==> src/rtl/mem_clint_req.sv <==
// MEM-stage initiator for the CLINT bus: issues one load/store, waits for ready,
// and returns lane-extracted, extended load data with a one-cycle done pulse.
module mem_clint_req #(
  parameter int unsigned DATA_W  = 64,
  parameter int unsigned ADDR_W  = 64,
  parameter int unsigned TIMEOUT = 255
) (
  input  logic              clk,
  input  logic              rst,
  input  logic              mem_valid_i,
  input  logic              mem_write_i,
  input  logic [ADDR_W-1:0] mem_addr_i,
  input  logic [1:0]        mem_size_i,
  input  logic              mem_unsigned_i,
  input  logic [DATA_W-1:0] mem_wdata_i,
  output logic              mem_done_o,
  output logic [DATA_W-1:0] mem_rdata_o,
  output logic              mem_err_o,
  output logic              mem_stall_o,
  output logic              clint_valid_o,
  output logic [ADDR_W-1:0] clint_addr_o,
  output logic [DATA_W-1:0] clint_data_write_o,
  output logic [1:0]        clint_size_o,
  output logic [1:0]        clint_req_o,
  input  logic              clint_ready_i,
  input  logic [DATA_W-1:0] clint_data_read_i,
  input  logic [1:0]        clint_resp_i
);

  localparam int unsigned CNT_W     = 8;
  localparam logic [1:0]  REQ_READ  = 2'd0;
  localparam logic [1:0]  REQ_WRITE = 2'd1;

  typedef enum logic [1:0] {IDLE, REQ, DONE} state_t;

  state_t             state;
  logic [CNT_W-1:0]   cnt;
  logic [2:0]         addr_lo_q;
  logic [1:0]         size_q;
  logic               write_q;
  logic               unsigned_q;

  logic               aligned_c;
  logic [5:0]         lane_sh_in_c;
  logic [5:0]         lane_sh_q_c;
  logic [DATA_W-1:0]  raw_c;
  logic [DATA_W-1:0]  load_c;

  assign lane_sh_in_c = {mem_addr_i[2:0], 3'b000};
  assign lane_sh_q_c  = {addr_lo_q, 3'b000};
  assign raw_c        = clint_data_read_i >> lane_sh_q_c;

  // Natural alignment: address must be a multiple of the access size.
  always_comb begin
    aligned_c = 1'b1;
    case (mem_size_i)
      2'd0:    aligned_c = 1'b1;
      2'd1:    aligned_c = ~mem_addr_i[0];
      2'd2:    aligned_c = (mem_addr_i[1:0] == 2'b00);
      default: aligned_c = (mem_addr_i[2:0] == 3'b000);
    endcase
  end

  // Truncate the lane-shifted read data to the access size, then extend.
  always_comb begin
    load_c = raw_c;
    case (size_q)
      2'd0:    load_c = {{(DATA_W-8){~unsigned_q & raw_c[7]}}, raw_c[7:0]};
      2'd1:    load_c = {{(DATA_W-16){~unsigned_q & raw_c[15]}}, raw_c[15:0]};
      2'd2:    load_c = {{(DATA_W-32){~unsigned_q & raw_c[31]}}, raw_c[31:0]};
      default: load_c = raw_c;
    endcase
  end

  // Stall decodes the live request in IDLE, so it is not a registered output.
  assign mem_stall_o = rst & ((state == REQ) | ((state == IDLE) & mem_valid_i));

  always_ff @(posedge clk or negedge rst) begin
    if (!rst) begin
      state              <= IDLE;
      cnt                <= '0;
      addr_lo_q          <= '0;
      size_q             <= '0;
      write_q            <= 1'b0;
      unsigned_q         <= 1'b0;
      mem_done_o         <= 1'b0;
      mem_rdata_o        <= '0;
      mem_err_o          <= 1'b0;
      clint_valid_o      <= 1'b0;
      clint_addr_o       <= '0;
      clint_data_write_o <= '0;
      clint_size_o       <= '0;
      clint_req_o        <= '0;
    end else begin
      mem_done_o <= 1'b0;
      case (state)
        IDLE: begin
          if (mem_valid_i) begin
            addr_lo_q  <= mem_addr_i[2:0];
            size_q     <= mem_size_i;
            write_q    <= mem_write_i;
            unsigned_q <= mem_unsigned_i;
            cnt        <= '0;
            if (aligned_c) begin
              state              <= REQ;
              clint_valid_o      <= 1'b1;
              clint_addr_o       <= mem_addr_i;
              clint_size_o       <= mem_size_i;
              clint_req_o        <= mem_write_i ? REQ_WRITE : REQ_READ;
              clint_data_write_o <= mem_write_i ? (mem_wdata_i << lane_sh_in_c) : '0;
            end else begin
              state       <= DONE;
              mem_done_o  <= 1'b1;
              mem_err_o   <= 1'b1;
              mem_rdata_o <= '0;
            end
          end
        end
        REQ: begin
          if (clint_ready_i || (cnt == CNT_W'(TIMEOUT - 1))) begin
            state              <= DONE;
            mem_done_o         <= 1'b1;
            clint_valid_o      <= 1'b0;
            clint_addr_o       <= '0;
            clint_data_write_o <= '0;
            clint_size_o       <= '0;
            clint_req_o        <= '0;
            if (clint_ready_i) begin
              mem_err_o   <= (clint_resp_i != 2'b00);
              mem_rdata_o <= write_q ? '0 : load_c;
            end else begin
              mem_err_o   <= 1'b1;
              mem_rdata_o <= '0;
            end
          end else begin
            cnt <= cnt + CNT_W'(1);
          end
        end
        DONE: begin
          state       <= IDLE;
          cnt         <= '0;
          mem_err_o   <= 1'b0;
          mem_rdata_o <= '0;
        end
        default: state <= IDLE;
      endcase
    end
  end

endmodule

==> config.mk <==
export PLATFORM = sky130hd
export DESIGN_NAME = mem_clint_req
export DESIGN_NICKNAME = d
export VERILOG_FILES = /design/src/rtl/mem_clint_req.sv
export SDC_FILE = /design/constraint.sdc
export NUM_CORES = 1
export LEC_CHECK = 0
export ABC_AREA = 1
export BUFFER_PORTS_ARGS = -buffer_cell sky130_fd_sc_hd__buf_2
export CORE_MARGIN = 3
export CORE_UTILIZATION = 45
export DETAILED_ROUTE_END_ITERATION = 10
export PLACE_DENSITY = 0.72
export SLEW_MARGIN = 30
export SYNTH_ARGS = -nofsm -noshare
export SYNTH_HDL_FRONTEND = slang
export SYNTH_SLANG_ARGS = --single-unit
==> constraint.sdc <==
create_clock -name clk -period 2.11 [get_ports clk]
set_clock_uncertainty 0.15 [all_clocks]
set_input_delay 0.211 -clock clk [delete_from_list [all_inputs] [get_ports clk]]
set_output_delay 0.211 -clock clk [all_outputs]
set_load 0.1 [all_outputs]
==> out/metrics.cfg <==
[critical_path]
crit_chain = nor2_4 -> nand2_2 -> buf_8 -> a21boi_4 -> buf_12
setup.worst_path.end = mem_stall_o
cp_slowest_stage_delay_ns = 0.45
cp_data_arrival_time_ns = 1.69
path_max_fanout = 17
r2r-start = addr_lo_q[0]
path_buf_inv = 2
crit_start = state[1]
worstSetupPathType = flip-flop to primary output
critPathSlowestCell = dfrtp_2
crit_family = flip-flops
r2r-end = mem_rdata_o[8]
r2r_setup_slack_ns = 0.07
crit_cells = 5
worstSetupStartpointType = flip-flop
reg2reg_depth = 8
cp_data_required_time_ns = 1.75
end_kind = primary output

[logic_synthesis]
yosysTopAreaCellShare_pct = 45.0
synth-edff-count = 0
synthFlopType = dfrtp_1
yosys_warnings = 0
ys_ff_latch = 215
ys_types = 37
synthTopCellsByArea = dfrtp_1 (45%), nand2_1 (23%), o21ai_0 (8.4%), nand3_1 (7.8%), clkbuf_1 (2.2%)
ys_top_cells_by_count = nand2_1 (717), dfrtp_1 (215), o21ai_0 (200)
syn_area_per_cell_um2 = 7.07
synth_area_um2 = 12000
synth_seq_area_share_pct = 45.0
syn_nets = 1894
async_reset_ff_share_pct = 100
syn_inst = 1690
synth_area_leader_cell = dfrtp_1
synth.most_common_cell = nand2_1

[cts]
cts_buffers = 24
clk_path_buf_depth = 3
insertion_delay_ns = 0.53
htree_levels = 1
ctsRootBufferMaster = clkbuf_16
cts_tree = done
cts.sinks = 215
cts.clk_slew.worst_paths_ns = 0.06

[die]
num_rows = 59
dieWidth_um = 169
ios = 402
dieArea_um2 = 28600
start_util_pct = 45.9
die_h_um = 169
core-area_um2 = 26100

[cells_and_area]
drive_gt1_share_pct = 25.5
stdcell_count = 2487
area_growth_pct = 36.3
antennaDiodeCount = 0
layout.nets = 2339

[global_routing]
grt_max_degree = 96
antenna_found_initial = 0
overflow = 0
grt_pass1_wl_um = 69600
track_usage_pct = 30.1
first_global_vias = 13064

[detailed_routing]
finalWirelength_um = 45200
drc = 0
firstDrtPassIters = 6
vias = 13613
drt_iter0_markers = 1351
via_per_inst = 5.47
wl_per_cell_um = 18.2
final_antenna_net_count = 0

[hold_path]
min-delay-start = clint_data_read_i[62]
hold_class = input pin to flip-flop

[timing]
clock.fmax_mhz = 487
whs_ns = 0.0175
slew-limit-headroom_pct = 50.6
setup_viol = 0
grt_setup_unrepaired = yes
timing_worst_slew_pin_value_ns = 0.741
post-route-period-util_pct = 97.3
slew_viol_final = 0
hold_viol = 0
period_needed_ns = 2.05

[pwr]
switching_share_pct = 58.9
leakagePower_nw = 9.01
seq_power_share_pct = 23.1
switching_power_mw = 15.8
power_frac_comb_pct = 60.1
power.share.clock_pct = 16.7
p_int_mw = 11.0
vdd_drop_max_mv = 1.29
power_density_nw_per_um2 = 1640

[placed_design]
place.gp.congestion = 0.922
dp_cells = 2351
dpl.hpwl_um = 30500
port_buffers = 400

[job]
max-cap-violations = 0

[outcome]
status = completed

## flip-flops by register name (all words and copies together), names as in the netlist
register            cells
clint_size_o            2
mem_rdata_o            64
mem_err_o               1
unsigned_q              1
write_q                 1
state                   2
clint_valid_o           1
cnt                     8
addr_lo_q               3
clint_data_write_o     64
mem_done_o              1
clint_addr_o           64
size_q                  2
clint_req_o             1
## how the worst min path moves through the flow
stage | slack [ns] | cells after the start | end
2_1_floorplan | -0.23 | 0 | addr_lo_q[0]
3_5_place_dp | -0.07 | 1 | cnt[4]
4_1_cts | 0.005 | 4 | state[1]
3_3_place_gp | -0.07 | 1 | cnt[4]
6_report | 0.02 | 5 | mem_rdata_o[62]
5_1_grt | 0.04 | 4 | size_q[1]
## layer usage
| layer | part of all wire [%] | wire [um] | GRT usage [%] |
|---|---|---|---|
| met1 | 39 | 17500 | 38.7 |
| met2 | 48 | 21600 | 50.9 |
| met3 | 9.0 | 4080 | 4.88 |
| met4 | 4.6 | 2080 | 12.3 |
| met5 | 0 | 0 | 0 |
## cell families (layout without fill, tap and decap cells)
kind of cell | count (synthesis) | count (layout) | synth area share, %
simple gates | 965 | 965 | 33.0
compound gates | 311 | 311 | 13.9
flops | 215 | 215 | 45.0
buf+inv | 177 | 639 | 6.32
mux | 13 | 13 | 1.09
xor+xnor | 6 | 6 | 0.440
fa+ha+maj | 2 | 2 | 0.209
other cells | 1 | 1 | 0.0314
## cells in the final DEF (no fill, tap or decap), types with 38 or more instances in the layout
master         netlist  final
nand2_1            717    716
buf_2               45    398
dfrtp_1            215    210
o21ai_0            200    198
nand3_1            186    185
dlygate4sd3_1        0     86
a21oi_1             48     48
buf_4                5     43
inv_1               40     38
## power by group through the flow
stage	sequential, mW	combinational, mW	clock [mW]
floorplan	14.6	3.86	0
global placement	6.13	15.5	0
detailed placement	6.12	15.7	0
CTS	6.09	15.9	4.55
global route	6.32	16.9	4.73
finish	6.19	16.1	4.49
## worst min-delay path, delay by kind of cell
family / cells / cell delay, ns
buffers and inverters: 1 / 0.13
AO/OA/AOI/OAI: 1 / 0.08
AND/OR/NAND/NOR: 3 / 0.24
## layout make-up
cell class / count / area (um^2)
Clock buffer: 32 / 671
Clock inverter: 11 / 171
Fill cell: 2316 / 9760
Inverter: 48 / 189
Multi-Input combinational cell: 1298 / 5860
Sequential cell: 215 / 5390
Tap cell: 335 / 419
Timing Repair Buffer: 548 / 3610
## per-stage QoR
stage               area, um^2  setup TNS (ns)  total power [mW]  utilization [%]  worst slack (ns)
floorplan                12000               0              18.5                -             0.185
global placement         14400               0              21.7             55.4             0.121
detailed placement       14400               0              21.8             55.4            0.0933
CTS                      16300               0              26.6             62.4           0.00459
global route             16300         -0.0527              27.9             62.5           -0.0102
finish                   16300               0              26.8             62.5            0.0573
## what timing repair did
item,4_1_cts,5_1_grt
gates resized for setup,7,13
hold buffers,87,0
endpoints found under the hold margin,299,0
endpoints found under the setup margin,1,96
pin swaps,3,3
setup buffers,4,1
gates cloned,2,1
(Power assumes the default switching activity.)
